==> config.mk <==
export PLATFORM = sky130hd
export DESIGN_NAME = uart_tx_buffered
export DESIGN_NICKNAME = d
export VERILOG_FILES = /design/src/rtl/uart_tx_buffered.sv
export SDC_FILE = /design/constraint.sdc
export NUM_CORES = 1
export LEC_CHECK = 0
export BUFFER_PORTS_ARGS = -buffer_cell sky130_fd_sc_hd__clkbuf_2
export CAP_MARGIN = 5
export CORE_MARGIN = 3
export CORE_UTILIZATION = 65
export DETAILED_ROUTE_END_ITERATION = 8
export PLACE_DENSITY_LB_ADDON = 0.08
export REMOVE_ABC_BUFFERS = 1
export SLEW_MARGIN = 20
export SYNTH_ARGS = -nofsm -noshare
export SYNTH_HDL_FRONTEND = slang
export SYNTH_SLANG_ARGS = --single-unit
==> constraint.sdc <==
create_clock -name clk -period 4.8 [get_ports clk]
set_input_delay 0.96 -clock clk [delete_from_list [all_inputs] [get_ports clk]]
set_output_delay 0.96 -clock clk [all_outputs]
set_load 0.03 [all_outputs]
==> src/rtl/uart_tx_buffered.sv <==
// uart_tx_buffered: byte FIFO in front of an 8N1 UART serialiser.
//
// Build option: define UART_TX_PARITY_EN to add an even-parity bit (8E1).
// Ports are the same with or without it.
//
// Ports:
//   clk       system clock, rising edge
//   resetn    asynchronous active-low reset
//   tx_valid  producer presents a byte on tx_data
//   tx_data   byte to enqueue (sampled only on an accepting edge)
//   tx_ready  FIFO not full
//   tx        serial line, idle high, registered
//   busy      FIFO non-empty or a frame in flight
//   level     FIFO occupancy
module uart_tx_buffered #(
  parameter int CLKS_PER_BIT = 2500,
  parameter int FIFO_DEPTH   = 16
) (
  input  logic                         clk,
  input  logic                         resetn,
  input  logic                         tx_valid,
  input  logic [7:0]                   tx_data,
  output logic                         tx_ready,
  output logic                         tx,
  output logic                         busy,
  output logic [$clog2(FIFO_DEPTH):0]  level
);

  localparam int          AW       = $clog2(FIFO_DEPTH);
  localparam logic [15:0] BAUD_MAX = 16'(CLKS_PER_BIT - 1);

  localparam logic [2:0] S_IDLE   = 3'd0;
  localparam logic [2:0] S_START  = 3'd1;
  localparam logic [2:0] S_DATA   = 3'd2;
  localparam logic [2:0] S_STOP   = 3'd3;
`ifdef UART_TX_PARITY_EN
  localparam logic [2:0] S_PARITY = 3'd4;
`endif

  // ---------------- FIFO ----------------
  logic [7:0]  mem [FIFO_DEPTH];
  logic [AW:0] wr_ptr, rd_ptr;
  logic        full, empty, push, pop;
  logic [2:0]  state;

  // Extra pointer MSB distinguishes full from empty when addresses match.
  assign full  = (wr_ptr[AW-1:0] == rd_ptr[AW-1:0]) && (wr_ptr[AW] != rd_ptr[AW]);
  assign empty = (wr_ptr == rd_ptr);
  assign push  = tx_valid && !full;
  assign pop   = (state == S_IDLE) && !empty;

  assign tx_ready = !full;
  assign level    = wr_ptr - rd_ptr;
  assign busy     = (state != S_IDLE) || !empty;

  always_ff @(posedge clk or negedge resetn) begin
    if (!resetn) begin
      wr_ptr <= '0;
      rd_ptr <= '0;
    end else begin
      if (push) wr_ptr <= wr_ptr + 1'b1;
      if (pop)  rd_ptr <= rd_ptr + 1'b1;
    end
  end

  // Storage needs no reset: pointer reset discards the contents.
  always_ff @(posedge clk) begin
    if (push) mem[wr_ptr[AW-1:0]] <= tx_data;
  end

  // ---------------- serialiser ----------------
  logic [15:0] baud;
  logic [2:0]  bit_cnt;
  logic [7:0]  data_q;
  logic        tx_next;

  always_ff @(posedge clk or negedge resetn) begin
    if (!resetn) begin
      state   <= S_IDLE;
      baud    <= '0;
      bit_cnt <= '0;
      data_q  <= '0;
    end else begin
      case (state)
        S_IDLE: begin
          if (!empty) begin
            data_q <= mem[rd_ptr[AW-1:0]];
            baud   <= BAUD_MAX;
            state  <= S_START;
          end
        end
        S_START: begin
          if (baud == '0) begin
            baud    <= BAUD_MAX;
            bit_cnt <= '0;
            state   <= S_DATA;
          end else begin
            baud <= baud - 1'b1;
          end
        end
        S_DATA: begin
          if (baud == '0) begin
            baud <= BAUD_MAX;
            if (bit_cnt == 3'd7) begin
`ifdef UART_TX_PARITY_EN
              state <= S_PARITY;
`else
              state <= S_STOP;
`endif
            end else begin
              bit_cnt <= bit_cnt + 1'b1;
            end
          end else begin
            baud <= baud - 1'b1;
          end
        end
`ifdef UART_TX_PARITY_EN
        S_PARITY: begin
          if (baud == '0) begin
            baud  <= BAUD_MAX;
            state <= S_STOP;
          end else begin
            baud <= baud - 1'b1;
          end
        end
`endif
        S_STOP: begin
          if (baud == '0) state <= S_IDLE;
          else            baud  <= baud - 1'b1;
        end
        default: state <= S_IDLE;
      endcase
    end
  end

  // The line level is a registered copy of the current state's bit, so
  // the start bit appears one edge after the pop.
  always_comb begin
    tx_next = 1'b1;
    case (state)
      S_START:  tx_next = 1'b0;
      S_DATA:   tx_next = data_q[bit_cnt];
`ifdef UART_TX_PARITY_EN
      S_PARITY: tx_next = ^data_q;
`endif
      default:  tx_next = 1'b1;
    endcase
  end

  always_ff @(posedge clk or negedge resetn) begin
    if (!resetn) tx <= 1'b1;
    else         tx <= tx_next;
  end

endmodule

# Yosys cells after proc, flatten, opt, wreduce, memory -nomap -nowiden
# Memories as Yosys holds them, arrays and structs flattened. A register that Yosys moved wholly into a read port is not among the register bits.
# Cells that the tools add are included.
dict set report classes {
  add_sub_neg 5
  order_cmp 1
  eq_ne 14
  mux 18
  n_bitwise 1
  n_reduce_logical 17
}
# operator n
set ops {}
lappend ops {{$mux W16} 3}
lappend ops {{$pmux W16 S3} 1}
lappend ops {{$mux W3} 7}
lappend ops {{$logic_not A16 Y1} 1}
lappend ops {{$sub A16 B1 Y16 const B} 1}
lappend ops {{$ne A2 B2 Y1 const B} 7}
lappend ops {{$pmux W3 S4} 1}
lappend ops {{$add A5 B1 Y5 const B} 2}
lappend ops {{$eq A3 B2 Y1 const B} 2}
lappend ops {{$pmux W3 S2} 1}
lappend ops {{$reduce_bool A3 Y1} 2}
lappend ops {{$eq A5 B5 Y1} 1}
lappend ops {{$reduce_and A5 Y1} 1}
lappend ops {{$sub A5 B5 Y5} 1}
lappend ops {{$eq A4 B4 Y1} 1}
lappend ops {{$lt A3 B4 Y1 const B} 1}
lappend ops {{$reduce_and A4 Y1} 1}
lappend ops {{$add A3 B1 Y3 const B} 1}
lappend ops {{$bmux W1 S3} 1}
lappend ops {{$eq A3 B1 Y1 const B} 1}
lappend ops {{$eq A3 B3 Y1 const B} 1}
lappend ops {{$logic_and A1 B1 Y1} 3}
lappend ops {{$logic_not A1 Y1} 3}
lappend ops {{$logic_not A3 Y1} 1}
lappend ops {{9 further kinds} 11}
dict set report totals {
  ff_bits 33
  ramBits 128
  out_inout_bits 8
  mem_count 1
}
# name depth word_bits read_ports rd_ports_with_merged_regs wr line_no
set mem_list {}
lappend mem_list {mem 16 8 1 1 1 41} ;# logic [7:0] mem [FIFO_DEPTH];

# Logic depth before layout (Yosys ltp)
dict set report depth {
  ltp_word 6
  ltp_mapped 10
  ltp_nobuf 7
}

# Worst setup path after synthesis
# Ideal clock, no wire load.
dict set report synth_timing {
  kind {register -> register}
  startpoint {reg rd_ptr[1]}
  endpoint {mem mem[3][0] (enable)}
  arrival_time_ns 2.950
  setup_slack_ns 1.466
  stages_incl_launch_ff 11
  period_less_slack_ns 3.334
  cell_sequence {dfrtp_1 > clkbuf_1 > clkbuf_1 > inv_1 > ha_1 > nand4_1 > nand2b_1 > and2_1 > clkbuf_1 > nand2_1 > nor3_1}
}
dict set report synth_between {
  elab_chain_len 6
}
# element line_no
set synth_lines {}
lappend synth_lines {{from (decl)} 42} ;# logic [AW:0] wr_ptr, rd_ptr;
lappend synth_lines {{from (signal assigned)} 62} ;# if (pop) rd_ptr <= rd_ptr + 1'b1;
lappend synth_lines {{$eq A4 B4 Y1} 47} ;# assign full = (wr_ptr[AW-1:0] == rd_ptr[AW-1:0]) && (wr_ptr[AW] != rd_ptr[AW]);
lappend synth_lines {{$logic_and A1 B1 Y1} 47}
lappend synth_lines {{$logic_not A1 Y1} n/a}
lappend synth_lines {{net tx_ready} 23} ;# output logic tx_ready,
lappend synth_lines {{$logic_and A1 B1 Y1} 49} ;# assign push = tx_valid && !full;
lappend synth_lines {{$mux W1} 68} ;# if (push) mem[wr_ptr[AW-1:0]] <= tx_data;
lappend synth_lines {{$mux W1 (implied by the code)} 68}
lappend synth_lines {{to (decl)} 41}
# The timed path passes the listed nets, and every way through them passes these cells.

# Worst setup path after layout
dict set report layout_timing {
  startpoint {reg rd_ptr[1]}
  endpoint {out busy}
}
dict set report layout_between {
  elab_chain_len 3
}
# element line_no
set layout_lines {}
lappend layout_lines {{$eq A5 B5 Y1} 48} ;# assign empty = (wr_ptr == rd_ptr);
lappend layout_lines {{$logic_not A1 Y1} n/a}
lappend layout_lines {{$logic_or A1 B1 Y1} 54} ;# assign busy = (state != S_IDLE) || !empty;
lappend layout_lines {{to (decl)} 25} ;# output logic busy,
# Every way passes these cells.

==> metrics.cfg <==
[run_status]
outcome=complete, no violations

[synth]
synthSimpleGateAreaFrac_pct=7.65
syn_avg_cell_area_um2=15.9
netlist_area_um2=7240
synthMuxAreaShare_pct=12.1
synth_adder_area_share_pct=3.21
yosys_warnings=0
ys_types=50
yosysSeqAreaShare_pct=66.9
synth_compound_gate_area_share_pct=5.77
synth_top_family_by_area=multiplexers
synth_ff_type=edfxtp_1
synth_top_area_share_pct=53.1
yosys-top-cells-area=edfxtp_1 (53%), dfrtp_1 (13%), mux4_2 (11%)
synth-edff-count=128
synth_xor_area_share_pct=2.18
syn_inst=456
ys_seq_elements=168
yosysTopAreaCell=edfxtp_1
synthArstFlopShare_pct=23.8

[grt]
grt_use_total_pct=26.2
grt_max_degree=41
antenna_found_initial=0
grt_pass1_wl_um=24000
grt_overflow_total=0
grt_pass1_vias=4178

[critical_path]
worstSetupEndpointType=primary output
r2r_start=rd_ptr[1]
crit_start=rd_ptr[1]
required_ps=3840
start_kind=register
crit_type=register to primary output
cp.arrival_ps=2750
cp_max_fo=18

[cells_and_area]
antenna_cells=0
finish.utilization_pct=75.8
num-nets-final=510
most-common-layout-cells=edfxtp_1 (128), dfrtp_1 (38), mux4_2 (34), nand2_1 (34), nor2_1 (26)
area_delta_synth_final_pct=10.9
final_layout_size_suffix_gt1_share_pct=21.1
final_common_cell=edfxtp_1

[timing]
tightestPinTransition_ps=915
fin_skew_ps=8.35
finalHoldViolCount=0
hold_slack_ps=496
tns_ps=0
slew_violations=0
fmax_mhz=269
finalCritPeriodShare_pct=77.4
period_needed_ps=3710
max-slew-margin-rel_pct=39.0
rsz0062_at_grt=false
setup_viol=0

[die]
num_io_pins=19
die_w_um=112
rows=37
fp.dieH_um=112
die-area_um2=12400
start_util_pct=68.3
core_um2=10600

[detailed_routing]
remaining_drc_errors=0
via_count=4089
drt-initial-drc-count=634
final_antenna_net_count=0
first_pass_iters=5
via_per_inst=6.50
wl_per_cell_um=23.7
routed_wl_um=14900

[pwr]
irDropWorstVdd_mv=0.464
pwr-share-clk_pct=35.8
p_leak_nw=2.95
comb_power_share_pct=14.2
intPower_mw=2.57
switchingPower_mw=1.00
powerDensity_nw_per_um2=444
sequentialPowerShare_pct=50.1
swShare_pct=28.1

[cts]
clock-sinks=168
cts_tree=yes
cts_resized=0
cts_inserted_buffers=17
postCtsHoldBufs=0
postCtsSetupBuffers=0
cts-htree-levels=4
insertion_delay_ps=540
cts.clk_slew.worst_paths_ps=60
clockBufferDepth=2
clock-root-buffer=clkbuf_8

[placement]
place_hpwl_um=9570
place.gp.congestion=0.859
port_buffers=18

[worst_hold_path]
hold_path.startpoint=rd_ptr[4]
hp-class=register to register

[flow_run]
max-cap-violations=0

## Yosys cell counts (3+ instances only)
cell type	n
nor4_1	3
a2111oi_0	3
xor2_1	3
a221o_1	8
mux4_2	34
a211oi_1	3
inv_1	18
a21o_1	3
o22a_1	4
nor2_1	26
mux2i_1	10
ha_1	17
edfxtp_1	128
nand2b_1	6
clkbuf_1	14
dfrtp_1	39
nand2_1	34
o21ai_0	10
a21oi_1	11
nand4_1	4
buf_2	3
nor3_1	18
or3_1	7
xnor2_1	15
a22o_1	5
## registers in the layout, summed over array words and instances, names as in the netlist
| name | count |
|---|---|
| baud | 16 |
| bit_cnt | 3 |
| data_q | 8 |
| mem | 128 |
| rd_ptr | 5 |
| state | 2 |
| tx | 1 |
| wr_ptr | 5 |
## per-layer routing
metal	vias to the layer above	GRT usage, %	part of all wire [%]
li1	1817	-	-
met1	2057	37.5	41
met2	199	40.6	49
met5	-	0	0
met4	0	6.57	1.3
met3	16	7.66	9.0
## metrics by stage
step                      cells  instance area (um2)  total power, mW  setup slack [ps]
after floorplan             436                 7160             2.11               813
after global placement      598                 7480             2.28              1730
after detailed placement    598                 7480             2.31              1640
after CTS                   629                 8030             3.57              1050
after global routing        629                 8030             3.70               893
final                       629                 8030             3.57              1090
## final timing paths
check                             to  slack, ps  depth (start not counted)
max in group asynchronous  rd_ptr[0]       3620                          1
hold reg to reg            rd_ptr[4]        500                          1
min in group asynchronous    baud[4]        550                          1
setup / recovery                busy       1090                          7
hold / removal             rd_ptr[4]        500                          1
setup reg to reg           mem[7][2]       1570                          7
## logic make-up after synthesis
group	Yosys count
XOR/XNOR	18
multiplexers	45
adder cells (fa/ha/maj)	18
AO/OA/AOI/OAI	57
AND/OR/NAND/NOR	111
flip-flops	168
buffers and inverters	39
## critical path, stage by stage (launching register included)
cell	delay, ps
dfrtp_1	880
inv_1	140
ha_1	340
nand4_1	160
nor3_1	210
buf_4	250
inv_1	50
clkbuf_2	170
## cell type report
| type | instances | area (um2) |
|---|---|---|
| fill | 603 | 2570 |
| sequential | 168 | 4850 |
| timing repair buffer | 26 | 150 |
| multi-input combinational | 249 | 2240 |
| clock inverter | 14 | 139 |
| tap | 136 | 170 |
| clock buffer | 17 | 414 |
| inverter | 19 | 71.3 |
## power by group through the flow
stage | registers (mW) | clock network (mW) | logic, mW
after floorplan | 1.77 | 0 | 0.341
after global placement | 1.80 | 0 | 0.483
after detailed placement | 1.81 | 0 | 0.502
after CTS | 1.78 | 1.28 | 0.508
after global routing | 1.79 | 1.35 | 0.553
final | 1.79 | 1.28 | 0.505
Note: power is estimated with default switching activity, not from simulation.
